File: src/rtl/rv_divide_pkg.sv
// -----------------------------------------------------------------------------
// rv_divide_pkg
// Shared definitions for the RV32M iterative divider: the datapath width, the
// funct3 encodings of DIV/DIVU/REM/REMU, and the 2-bit FSM state encoding that
// the execute-stage stall logic also decodes.
// -----------------------------------------------------------------------------
package rv_divide_pkg;

  localparam int DATA_W = 32;

  localparam logic [2:0] FUNC_DIV  = 3'b100;
  localparam logic [2:0] FUNC_DIVU = 3'b101;
  localparam logic [2:0] FUNC_REM  = 3'b110;
  localparam logic [2:0] FUNC_REMU = 3'b111;

  typedef enum logic [1:0] {
    ST_IDLE = 2'd0,
    ST_PREP = 2'd1,
    ST_ITER = 2'd2,
    ST_FIX  = 2'd3
  } div_state_e;

endpackage

File: src/rtl/rv_div_step.sv
// -----------------------------------------------------------------------------
// rv_div_step
// One combinational radix-2 restoring division step. The {rem,quo} pair is
// shifted left by one; if the shifted remainder is at least the divisor, the
// divisor is subtracted and the new quotient bit is 1.
// Ports:
//   rem_i  [DATA_W:0]    partial remainder in
//   quo_i  [DATA_W-1:0]  dividend/quotient shift register in
//   dvs_i  [DATA_W-1:0]  divisor (magnitude)
//   rem_o  [DATA_W:0]    partial remainder out
//   quo_o  [DATA_W-1:0]  quotient shift register out
// -----------------------------------------------------------------------------
module rv_div_step
  import rv_divide_pkg::*;
(
  input  logic [DATA_W:0]   rem_i,
  input  logic [DATA_W-1:0] quo_i,
  input  logic [DATA_W-1:0] dvs_i,
  output logic [DATA_W:0]   rem_o,
  output logic [DATA_W-1:0] quo_o
);

  logic [DATA_W+1:0] shl;
  logic [DATA_W+1:0] diff;

  // One extra bit above the remainder so the subtraction borrow is the MSB.
  assign shl  = {rem_i, quo_i[DATA_W-1]};
  assign diff = shl - {2'b00, dvs_i};

  assign quo_o = {quo_i[DATA_W-2:0], ~diff[DATA_W+1]};
  assign rem_o = diff[DATA_W+1] ? shl[DATA_W:0] : diff[DATA_W:0];

endmodule

File: src/rtl/rv_divide.sv
// -----------------------------------------------------------------------------
// rv_divide
// Iterative 32-bit integer divider for the RV32M execute stage (DIV, DIVU,
// REM, REMU) using radix-2 restoring division. Sequence per operation:
// IDLE -> PREP -> ITER (32 cycles) -> FIX -> IDLE, so done_o rises 34 edges
// after the edge that accepted start_i. The pipeline holds x-stage while
// busy_o is high.
//
// Ports:
//   clk_i     in   1   clock, rising edge
//   rst_n_i   in   1   asynchronous active-low reset
//   start_i   in   1   request, sampled only in IDLE
//   kill_i    in   1   abort (pipeline flush); also blocks start_i in IDLE
//   d_rs1_i   in   32  dividend
//   d_rs2_i   in   32  divisor
//   d_fun_i   in   3   funct3: 100 DIV, 101 DIVU, 110 REM, 111 REMU
//   busy_o    out  1   high from the accepting edge until done_o
//   done_o    out  1   one-cycle pulse, w_rd_o valid
//   w_rd_o    out  32  result, held until replaced by the next completion
//
// Configuration macro:
//   RV_DIV_EARLY_OUT_EN  when defined, divide-by-zero and signed overflow skip
//                        the iterations (PREP -> FIX), done_o two edges after
//                        acceptance. Results are identical either way.
// -----------------------------------------------------------------------------
module rv_divide
  import rv_divide_pkg::*;
(
  input  logic              clk_i,
  input  logic              rst_n_i,
  input  logic              start_i,
  input  logic              kill_i,
  input  logic [DATA_W-1:0] d_rs1_i,
  input  logic [DATA_W-1:0] d_rs2_i,
  input  logic [2:0]        d_fun_i,
  output logic              busy_o,
  output logic              done_o,
  output logic [DATA_W-1:0] w_rd_o
);

  localparam logic [DATA_W-1:0] INT_MIN = {1'b1, {(DATA_W-1){1'b0}}};
  localparam logic [DATA_W-1:0] ALL_ONE = {DATA_W{1'b1}};

  div_state_e        state_q;
  logic [DATA_W-1:0] rs1_q, rs2_q;
  logic [2:0]        fun_q;
  logic [DATA_W:0]   rem_q;
  logic [DATA_W-1:0] quo_q;
  logic [DATA_W-1:0] dvs_q;
  logic [4:0]        cnt_q;
  logic              sgnq_q, sgnr_q;
  logic              div0_q, ovf_q;
  logic              busy_q, done_q;
  logic [DATA_W-1:0] rd_q;

  // Two's-complement magnitude of a signed operand; INT_MIN maps onto itself,
  // which is still the correct unsigned magnitude.
  function automatic logic [DATA_W-1:0] abs_val(input logic signed [DATA_W-1:0] v);
    return v[DATA_W-1] ? (~v + DATA_W'(1)) : v;
  endfunction

  function automatic logic [DATA_W-1:0] neg_cond(input logic [DATA_W-1:0] v,
                                                 input logic              en);
    return en ? (~v + DATA_W'(1)) : v;
  endfunction

  logic is_signed, is_rem;
  assign is_signed = (fun_q == FUNC_DIV) || (fun_q == FUNC_REM);
  assign is_rem    = (fun_q == FUNC_REM) || (fun_q == FUNC_REMU);

  logic div0_w, ovf_w;
  assign div0_w = (rs2_q == '0);
  assign ovf_w  = is_signed && (rs1_q == INT_MIN) && (rs2_q == ALL_ONE);

  logic [DATA_W:0]   rem_step;
  logic [DATA_W-1:0] quo_step;

  rv_div_step u_step (
    .rem_i (rem_q),
    .quo_i (quo_q),
    .dvs_i (dvs_q),
    .rem_o (rem_step),
    .quo_o (quo_step)
  );

  // Final sign correction plus the architecturally defined special results.
  logic [DATA_W-1:0] quo_fix, rem_fix, res_fix;
  always_comb begin
    quo_fix = neg_cond(quo_q, sgnq_q);
    rem_fix = neg_cond(rem_q[DATA_W-1:0], sgnr_q);
    if (div0_q) begin
      quo_fix = ALL_ONE;
      rem_fix = rs1_q;
    end else if (ovf_q) begin
      quo_fix = INT_MIN;
      rem_fix = '0;
    end
    res_fix = is_rem ? rem_fix : quo_fix;
  end

  always_ff @(posedge clk_i or negedge rst_n_i) begin
    if (!rst_n_i) begin
      state_q <= ST_IDLE;
      rs1_q   <= '0;
      rs2_q   <= '0;
      fun_q   <= '0;
      rem_q   <= '0;
      quo_q   <= '0;
      dvs_q   <= '0;
      cnt_q   <= '0;
      sgnq_q  <= 1'b0;
      sgnr_q  <= 1'b0;
      div0_q  <= 1'b0;
      ovf_q   <= 1'b0;
      busy_q  <= 1'b0;
      done_q  <= 1'b0;
      rd_q    <= '0;
    end else begin
      done_q <= 1'b0;
      if (kill_i) begin
        // Flush wins over everything, including a pending start in IDLE.
        state_q <= ST_IDLE;
        busy_q  <= 1'b0;
      end else begin
        unique case (state_q)
          // IDLE: capture the request
          ST_IDLE: begin
            if (start_i) begin
              rs1_q   <= d_rs1_i;
              rs2_q   <= d_rs2_i;
              fun_q   <= d_fun_i;
              busy_q  <= 1'b1;
              state_q <= ST_PREP;
            end
          end
          // PREP: magnitudes, result signs, special-case flags
          ST_PREP: begin
            quo_q  <= is_signed ? abs_val(rs1_q) : rs1_q;
            dvs_q  <= is_signed ? abs_val(rs2_q) : rs2_q;
            sgnq_q <= is_signed && (rs1_q[DATA_W-1] ^ rs2_q[DATA_W-1]);
            sgnr_q <= is_signed && rs1_q[DATA_W-1];
            div0_q <= div0_w;
            ovf_q  <= ovf_w;
            rem_q  <= '0;
            cnt_q  <= '0;
`ifdef RV_DIV_EARLY_OUT_EN
            state_q <= (div0_w || ovf_w) ? ST_FIX : ST_ITER;
`else
            state_q <= ST_ITER;
`endif
          end
          // ITER: one quotient bit per cycle
          ST_ITER: begin
            rem_q <= rem_step;
            quo_q <= quo_step;
            cnt_q <= cnt_q + 5'd1;
            if (cnt_q == 5'd31) state_q <= ST_FIX;
          end
          // FIX: sign-correct, select, publish
          ST_FIX: begin
            rd_q    <= res_fix;
            done_q  <= 1'b1;
            busy_q  <= 1'b0;
            state_q <= ST_IDLE;
          end
          default: state_q <= ST_IDLE;
        endcase
      end
    end
  end

  assign busy_o = busy_q;
  assign done_o = done_q;
  assign w_rd_o = rd_q;

endmodule

File: config.mk
export PLATFORM = sky130hd
export DESIGN_NAME = rv_divide
export DESIGN_NICKNAME = d
export VERILOG_FILES = /design/src/rtl/rv_divide_pkg.sv /design/src/rtl/rv_div_step.sv /design/src/rtl/rv_divide.sv
export SDC_FILE = /design/constraint.sdc
export NUM_CORES = 1
export LEC_CHECK = 0
export CAP_MARGIN = 20
export CORE_ASPECT_RATIO = 1.75
export CORE_MARGIN = 8
export CORE_UTILIZATION = 50
export DETAILED_ROUTE_END_ITERATION = 8
export PLACE_DENSITY = 0.7
export SYNTH_ARGS = -nofsm -noshare
export SYNTH_HDL_FRONTEND = slang
export SYNTH_SLANG_ARGS = --single-unit
File: constraint.sdc
create_clock -name clk_i -period 3.7 [get_ports clk_i]
set_input_delay 0.37 -clock clk_i [delete_from_list [all_inputs] [get_ports clk_i]]
set_output_delay 0.37 -clock clk_i [all_outputs]
set_load 0.005 [all_outputs]
* Word-level counts from Yosys, hierarchy flattened
Index checks and enable logic that the tools add are counted.
** Storage, ports and cells
- Register bits :: 209
- Input bits :: 71
- Output and inout port bits :: 34
- Word-level logic and storage cells :: 79
** Operators by class
- Add/sub/neg operators :: 6
- Eq/ne operators :: 11
- Multiplexer cells :: 24
- Bitwise operators :: 7
- Reductions and logical operators :: 16
** Operator list (number)
- $mux 32 :: 11
- $not 32->32 :: 4
- $pmux 33 s2 :: 1
- $add 32x1->32 const B :: 2
- $add 32x2->32 const B :: 2
- $eq 32x32->1 const B :: 2
- $pmux 32 s2 :: 1
- $sub 34x32->34 :: 1
- $mux 33 :: 1
- $logic_not 32->1 :: 1
- $pmux 5 s2 :: 1
- $reduce_and 2->1 :: 5
- $eq 3x3->1 const B :: 3
- $pmux 2 s4 :: 1
- $mux 2 :: 3
- $ne 3x3->1 const B :: 2
- $add 5x1->5 const B :: 1
- $eq 5x5->1 const B :: 1
- $eq 2x2->1 const B :: 2
- $logic_and 1x1->1 :: 4
- $mux 1 :: 4
- $reduce_and 3->1 :: 1
- $reduce_bool 3->1 :: 1
- $eq 2x1->1 const B :: 1
- other kinds (6) :: 8

* Depth between registers and ports, before layout
Gate-level depths: netlist of run 1.
- Word-level depth :: 6
- Mapped depth :: 13
- Depth with buffers taken out :: 12

* Cells and area by module
A second synthesis of run 1 with hierarchy kept.
** Unflattened totals
- Cells, all modules :: 1599
- Area, all modules :: 14003.4 um^2
** Modules (own cells, without submodules)
- rv_divide :: times used 1, cells an instance 1240, area each 11599.9 um^2, seq. area each 5230.0 um^2
- rv_div_step :: times used 1, cells an instance 359, area each 2403.6 um^2, seq. area each 0.0 um^2

* Worst setup path after synthesis of run 1
No wires, ideal clock.
- Path type :: reg2reg
- Start :: reg quo_q[31]
- End :: reg rem_q[26]
- Library setup time :: 0.146 ns
- Arrival :: 2.790 ns
- Required time :: 3.554 ns
- Setup slack :: 0.764 ns
- Stages on the path, launching flop included :: 13
- Path buffers :: 0
- Period minus slack after synthesis :: 2.936 ns
- Path through :: dfrtp_1 > inv_1 > ha_1 > inv_1 > fa_1 > a21o_1 > a221oi_1 > o211ai_1 > a21bo_2 > a41o_1 > a311o_1 > nand2_1 > o311ai_0
** On the way
- Word-level cells in the longest chain between the ends :: 3
** Ends and longest elaborated chain
- start, declared :: line rv_divide.sv:48 : logic [DATA_W-1:0] quo_q;
- start signal, assigned :: line rv_divide.sv:138 : quo_q <= is_signed ? abs_val(rs1_q) : rs1_q;
- start signal, assigned :: line rv_divide.sv:155 : quo_q <= quo_step;
- $sub 34x32->34 :: line rv_div_step.sv:28 : assign diff = shl - {2'b00, dvs_i};
- $mux 33 :: line rv_div_step.sv:31 : assign rem_o = diff[DATA_W+1] ? shl[DATA_W:0] : diff[DATA_W:0];
- $pmux 33 s2 :: line rv_divide.sv:125 : unique case (state_q)
- end signal, assigned :: line rv_divide.sv:154 : rem_q <= rem_step;
- end, declared :: line rv_divide.sv:47 : logic [DATA_W:0] rem_q;
Every way passes these cells.
A chain may end at the register's enable or synchronous reset.

* Worst setup path in the final report of run 1
Ends and elaborated chain as after synthesis.

==> results of run 1 <==
-- layout by cell type (no fill, tap or decap), drive strengths merged, types with 20 or more instances in the layout --
cell and count:
dfrtp 209, nand2 198, o21ai 175, a21oi 105
clkdlybuf4s50 103, nor2 88, xnor2 84, mux2 67
inv 60, xor2 58, ha 43, o31ai 37
buf 34, clkbuf 30, mux2i 25, nor3 24
nand4 24, or3 24, nand3 21, o211ai 20
-- routing by layer --
layer,global-route usage,vias to the layer above
met1,0.242,5681
met3,0.0233,124
met5,0,-
li1,-,5758
met2,0.426,369
met4,0.138,0
-- where the power goes --
| group | switching [mW] | internal (mW) |
|---|---|---|
| clock | 0.901 | 1.23 |
| combinational | 3.22 | 2.67 |
| sequential | 1.19 | 3.18 |
| total | 5.31 | 7.08 |
-- sequential cells by signal (all words and copies together) (netlist names) --
signal / count
fun_q: 3
sgnq_q: 1
cnt_q: 5
w_rd_o: 32
done_o: 1
busy_o: 1
rem_q: 33
state_q: 2
div0_q: 1
dvs_q: 32
quo_q: 32
sgnr_q: 1
rs1_q: 32
rs2_q: 32
ovf_q: 1
-- worst paths after layout --
check	slack, ns	end	cells past startpoint
min	0.47	rs1_q[25]	2
max in group asynchronous	2.31	w_rd_o[20]	3
min in group asynchronous	0.50	rs2_q[0]	2
max reg2reg	0.30	rem_q[26]	12
max	0.30	rem_q[26]	12
min reg2reg	0.47	w_rd_o[0]	2
-- cell families after synthesis --
kind of cell / count (synthesis)
adders and majority gates: 44
buffers and inverters: 159
xor gates and xnor gates: 142
muxes: 92
AOI/OAI and AO/OA: 466
DFF: 209
and+or+nand+nor: 455
-- final cells by class --
cell class	instances	area (µm²)
clock buffers	29	576
clock inverters	8	96.3
fillers	2496	11300
inverters	60	225
multi-input cells	1199	7910
flip-flops and latches	209	5230
well taps	369	462
repair buffers	139	1380
-- critical path, cell delays in order (launching register included) --
cell and delay (ns):
dfrtp_1 0.41, inv_1 0.09, ha_1 0.16, inv_1 0.05, fa_1 0.39, a21o_1 0.20
a221oi_1 0.50, o211ai_1 0.29, a21bo_2 0.35, a41o_1 0.28, a311o_1 0.35, nand2_1 0.07
o311ai_0 0.10
-- what timing repair did --
| action | 4_1_cts | 5_1_grt |
|---|---|---|
| resized for setup | 0 | 0 |
| endpoints found under the hold margin | 60 | 0 |
| hold buffers | 1 | 0 |
==> summary.txt, run 1 <==
STA
  – Max-slew headroom: 0.338
  – Final worst slack: 0.296 ns
  – Hold Slack: 0.470 ns
  – Setup TNS: 0 ns
  – RSZ-0062 raised after global routing: false
  – Fmax: 294 MHz
  – Final Cycle Share: 0.920
  – Fin. max-slew vios: 0
  – Transition time of the tightest slew-check pin: just under 1 ns
  – Skew final: between 0.015 and 0.02 ns
  – Fin. Hold Viols: 0
  – # setup viols final: 0
  – Min Tclk post-route: 3.40 ns

Clocking
  – Postcts setup bufs: 0
  – Clk Latency, worst-skew pair: around 0.5 ns
  – CTS H-tree depth: 1
  – Clock sink total: between 200 and 250
  – Clock slew at reported path FFs: 0.07 ns
  – Num CTS Buffers: 21
  – Clock Tree Buf Depth: 3
  – Root buffer cell: clkbuf_16
  – CTS tree: yes

Synthesis
  – Mapped Area: 13,800 µm²
  – Area share of fa/ha/maj cells after synthesis: 0.0404
  – Ys flop type: dfrtp_1
  – Count of flip-flops with a built-in enable after synthesis: 0
  – Asr flop ratio synth: 1.00
  – Simple-gate area share of the yosys netlist: 0.157
  – Post-synthesis mux area share: 0.0727
  – Area leader, netlist: dfrtp_1
  – Sequential fraction of the synthesis area: 0.378
  – Mapped Nets: 1,682
  – Post-synthesis register bit count: between 200 and 250
  – Top cells by count, synth: dfrtp_1 (209), nand2_1 (198), o21ai_0 (169)
  – Count leader, synth: dfrtp_1
  – Synth cell types: 78
  – YS warnings: 0
  – Mean area per synthesized cell: 8.82 µm²
  – Complex-gate fraction of the synthesized area: 0.212
  – Largest cells by area after synthesis: dfrtp_1 (38%), o21ai_0 (6.1%), mux2_2 (5.5%), nand2_1 (5.4%), xnor2_1 (5.3%)
  – Largest family of logic cells by synthesized area: compound AO/OA/AOI/OAI gates
  – Synth top area share: 0.378
  – Post-synthesis instance total: 1,567
  – XOR/XNOR share of the synthesized area: 0.0900

Finish
  – Layout cells sized above 1: 0.0973
  – Antenna diodes: 0
  – Final core occ: 0.583
  – Final nets: 1,745
  – Syn-to-layout area delta: 14.9%
  – Design area: 15,900 µm²
  – Final Non-Filler Cells: 2,013

Floorplan
  – Die Area: 33,400 µm²
  – Die Y: 236 µm
  – Row cnt: 80
  – Initial core utilization: 0.508
  – Area of the core: ~27,000 µm²
  – Die Span X: 142 µm
  – Number of I/O pins: ~110

Detailed routing
  – Vias per cell: 5.93
  – Drt first pass iters: 5
  – Via count: 11,900
  – DRC errors left: 0
  – Routed wl met3: 1590 µm
  – Top Metal Used: met4
  – Routed WL: 38,300 µm
  – WL met2: 20,200 µm
  – Metal-1 WL: 14,300 µm
  – Iteration-0 DRC Markers: 955
  – Post-DRT Antenna Nets: 0
  – WL per Instance: 19.0 µm

Setup path
  – CP required: 4.05 ns
  – Critical Path Source Type: flip-flop
  – Crit Reg-Reg Startpoint: quo_q[31]
  – Critical Path End Type: flip-flop
  – Critical path arrival: 3.75 ns
  – Worst-path maximum fanout: 5
  – CP Class: reg2reg
  – Crit path launch: quo_q[31]

Hold path
  – Min-delay src: d_rs1_i[25]
  – Hold WC Path Type: in2reg

Power
  – Peak VDD IR: 0.000410 V
  – PwrDens: 781 nW/µm²
  – Total power: 12.4 mW
  – Lkg Pwr: about 6.6 nW

Global route
  – Largest net degree at the start of global routing: 97
  – First-pass GRT wire length: 61,900 µm
  – Vias in the first global route: 12,000
  – Total congestion overflow: 0
  – Gr usage total: 0.229
  – Initial antenna violation count: 0

Placed design
  – Detailed placement HPWL: 28,900 µm
  – Placement Cell Area: between 15,000 and 20,000 µm²
  – Gp weighted congestion: 0.940
  – Placed cell count: 1,975
  – DP Worst Slack: between 0.3 and 0.4 ns
  – Port Buf Inserts: ~100

Run status
  – Run status: complete, no violations

Flow run
  – Number of max-cap violations: 0
No activity file was read; power rests on OpenSTA's default activity.
==> inputs of run 2 (changes only) <==
ABC_AREA = 1   (was not set)
PLACE_DENSITY = 0.69   (was 0.7)
==> summary.txt, run 2 <==
Run status
  – Run status: complete, no violations (unchanged)

Power
  – Lkg Pwr: 9.07 nW (was 6.65 nW)
  – PwrDens: 807 nW/µm² (was 781 nW/µm²)
  – Peak VDD IR: 0.000610 V (was 0.000410 V)

Placed design
  – DP Worst Slack: 1.10 ns (was 0.344 ns)
  – Gp weighted congestion: 1.04 (was 0.940)
  – Port Buf Inserts: 104 (unchanged)
  – Detailed placement HPWL: 47,400 µm (was 28,900 µm)
  – Placed cell count: 2,764 (was 1,975)

Finish
  – Filler instances: 3,067 (was 2,496)
  – Syn-to-layout area delta: 13.2% (was 14.9%)
  – Max FFs per register: 33 (unchanged)
  – Final nets: 2,513 (was 1,745)
  – Most frequent cells in the layout: nand2_1 (651), inv_1 (311), nand3_1 (274) (was dfrtp_1 (209), nand2_1 (198), o21ai_0 (169))
  – Final core occ: 0.574 (was 0.583)
  – Final Non-Filler Cells: 2,803 (was 2,013)
  – Antenna diodes: 0 (unchanged)
  – Layout cells sized above 1: 0.0576 (was 0.0973)
  – Largest Register: rem_q (unchanged)
  – Commonest non-fill, non-tap cell in the layout: nand2_1 (was dfrtp_1)

Clocking
  – Clk Latency, worst-skew pair: 0.54 ns (was 0.51 ns)
  – Postcts setup bufs: 0 (unchanged)
  – Num CTS Buffers: 22 (was 21)
  – Root buffer cell: clkbuf_16 (unchanged)
  – Clock Tree Buf Depth: 3 (unchanged)
  – Clock slew at reported path FFs: 0.07 ns (about the same)
  – Clock sink total: 209 (unchanged)
  – CTS resizes: 0 (unchanged)
  – CTS H-tree depth: 1 (unchanged)
  – CTS tree: yes (unchanged)

Detailed routing
  – Post-DRT Antenna Nets: 0 (unchanged)
  – Iteration-0 DRC Markers: 1,185 (was 955)
  – WL per Instance: 21.6 µm (was 19.0 µm)
  – Drt first pass iters: 5 (unchanged)
  – Vias per cell: 5.77 (was 5.93)
  – Routed WL: 60,500 µm (was 38,300 µm)
  – Via count: 16,200 (was 11,900)
  – DRC errors left: 0 (unchanged)

STA
  – Transition time of the tightest slew-check pin: 0.947 ns (was 0.993 ns)
  – RSZ-0062 raised after global routing: false (unchanged)
  – # setup viols final: 0 (unchanged)
  – Fin. max-slew vios: 0 (unchanged)
  – Final Cycle Share: 0.710 (was 0.920)
  – Min Tclk post-route: 2.63 ns (was 3.40 ns)
  – Max-slew headroom: 0.362 (was 0.338)
  – Skew final: 0.0241 ns (was 0.0168 ns)
  – Setup TNS: 0 ns (unchanged)
  – Fin. Hold Viols: 0 (unchanged)
  – Fmax: 381 MHz (was 294 MHz)
  – Final worst slack: 1.07 ns (was 0.296 ns)

Global route
  – Gr usage total: 0.321 (was 0.229)
  – First-pass GRT wire length: 91,900 µm (was 61,900 µm)
  – Initial antenna violation count: 0 (unchanged)
  – Vias in the first global route: 16,000 (was 12,000)
  – Total congestion overflow: 0 (unchanged)
  – Largest net degree at the start of global routing: 81 (was 97)

Synthesis
  – Mapped Area: 15,600 µm² (was 13,800 µm²)
  – Largest cells by area after synthesis: dfrtp_1 (34%), nand2_1 (16%), nand3_1 (8.8%), inv_1 (7.5%), nor2_1 (4.9%) (was dfrtp_1 (38%), o21ai_0 (6.1%), mux2_2 (5.5%), nand2_1 (5.4%), xnor2_1 (5.3%))
  – Ys flop type: dfrtp_1 (unchanged)
  – YS warnings: 0 (unchanged)
  – Count of flip-flops with a built-in enable after synthesis: 0 (unchanged)
  – Mean area per synthesized cell: 6.70 µm² (was 8.82 µm²)
  – Count leader, synth: nand2_1 (was dfrtp_1)
  – Asr flop ratio synth: 1.00 (unchanged)
  – Synth cell types: 48 (was 78)
  – Synth top area share: 0.336 (was 0.378)
  – Sequential fraction of the synthesis area: 0.336 (was 0.378)
  – Area leader, netlist: dfrtp_1 (unchanged)
  – Mapped Nets: 2,442 (was 1,682)
  – Top cells by count, synth: nand2_1 (652), inv_1 (311), nand3_1 (275) (was dfrtp_1 (209), nand2_1 (198), o21ai_0 (169))
  – Post-synthesis instance total: 2,327 (was 1,567)
  – Post-synthesis register bit count: 209 (unchanged)

Setup path
  – Worst-path maximum fanout: 34 (was 5)
  – Critical path's most frequent cell: nand2_2 (was inv_1)
  – CP Buf/Inv Count: 3 (was 2)
  – Critical Path Source Type: flip-flop (unchanged)
  – CP required: 4.15 ns (was 4.05 ns)
  – R2r setup slk: 1.07 ns (was 0.30 ns)
  – CP Class: reg2reg (unchanged)
  – Slowest cell on crit path: dfrtp_1 (was a221oi_1)
  – Critical path, cell by cell: ha_1 > nand2_2 > inv_1 > nand2_1 > nand2_2 > inv_1 > nand3_2 > nand2_2 > nand2_2 > nand2_2 > nand3_2 > buf_4 > nand3_1 > o211ai_1 (was inv_1 > ha_1 > inv_1 > fa_1 > a21o_1 > a221oi_1 > o211ai_1 > a21bo_2 > a41o_1 > a311o_1 > nand2_1 > o311ai_0)
  – Critical Path End Type: flip-flop (unchanged)
  – Largest delay share family, worst path: simple AND/OR/NAND/NOR gates (was compound AO/OA/AOI/OAI gates)
  – Critical path arrival: 3.08 ns (was 3.75 ns)
  – Max incr delay on CP: 0.46 ns (was 0.50 ns)

Floorplan
  – Number of I/O pins: 105 (unchanged)
  – Area of the core: 30,700 µm² (was 27,200 µm²)
  – Die Span X: 149 µm (was 142 µm)
  – Initial core utilization: 0.507 (was 0.508)
  – Row cnt: 85 (was 80)
  – Die Area: 37,300 µm² (was 33,400 µm²)
  – Die Y: 250 µm (was 236 µm)

Hold path
  – Hold WC Path Type: in2async (was in2reg)

Flow run
  – Number of max-cap violations: 0 (unchanged)
run 2: cell count changes in the layout (fill, tap and decap cells not counted), sizes merged, moves of 14 or more:
cell,previous run,this run
a21oi,105,139
inv,60,313
mux2,67,29
mux2i,25,0
nand2,198,664
nand3,21,288
nor2,88,210
o21ai,175,111
o31ai,37,7
o41ai,15,1
or3,24,0
xnor2,84,18
xor2,58,30
run 2: per-stage QoR:
| step | area (µm²) | hold WS (ns) | total power [mW] |
|---|---|---|---|
| after floorplan | 15600 | 0.0744 | 8.72 |
| after global placement | 16900 | 0.307 | 11.5 |
| after detailed placement | 16900 | 0.308 | 11.7 |
| after CTS | 17600 | 0.349 | 14.1 |
| after global routing | 17600 | 0.362 | 15.1 |
| final | 17600 | 0.331 | 14.2 |
run 2: area by class of cell:
class | count | area, µm² | share of cell area
multi-input cells | 1716 | 8690 | 0.493
flip-flops and latches | 209 | 5230 | 0.296
repair buffers | 133 | 1290 | 0.0732
inverters | 316 | 1190 | 0.0672
clock buffers | 28 | 603 | 0.0342
well taps | 391 | 489 | 0.0277
clock inverters | 10 | 148 | 0.00837
run 2: what timing repair did:
action / CTS / global route
endpoints found under the setup margin: 0 / 0
hold endpoints to repair: 45 / 0
hold buffers: 1 / 0
run 2: logic make-up after synthesis:
kind of cell	count (synthesis)	synth area share
AO/OA/AOI/OAI	325	0.117
XOR/XNOR	48	0.0270
adder cells (fa/ha/maj)	44	0.0358
buffers and inverters	402	0.108
flip-flops	209	0.336
multiplexers	29	0.0210
AND/OR/NAND/NOR	1270	0.355
run 2: report_power, final:
group	total, mW	internal (mW)	switching (mW)
sequential	4.45	3.23	1.21
combinational	7.40	2.52	4.89
clock	2.38	1.37	1.01
total	14.2	7.12	7.11
run 2: worst paths after layout:
kind	from	cells after the start	endpoint
worst max-delay path	rem_q[7]	14	quo_q[0]
worst min-delay path	rst_n_i	2	w_rd_o[13]
worst max register to register	rem_q[7]	14	quo_q[0]
worst min register to register	w_rd_o[12]	2	w_rd_o[12]
max in group asynchronous	rst_n_i	3	dvs_q[12]
min in group clk_i	d_rs1_i[7]	3	rs1_q[7]
run 2: metal layers:
| layer | vias up | track usage | part of all wire |
|---|---|---|---|
| li1 | 7719 | - | - |
| met1 | 7568 | 0.328 | 0.34 |
| met2 | 655 | 0.572 | 0.52 |
| met3 | 232 | 0.0391 | 0.054 |
| met4 | 0 | 0.261 | 0.092 |
| met5 | - | 0 | 0 |
run 2: worst register-to-register path: cells and delay by family, from the launching register on:
family,cells,cell delay (ns)
DFF,1,0.46
buffers and inverters,3,0.51
and+or+nand+nor,9,0.97
AOI/OAI and AO/OA,1,0.15
adders and majority gates,1,0.45
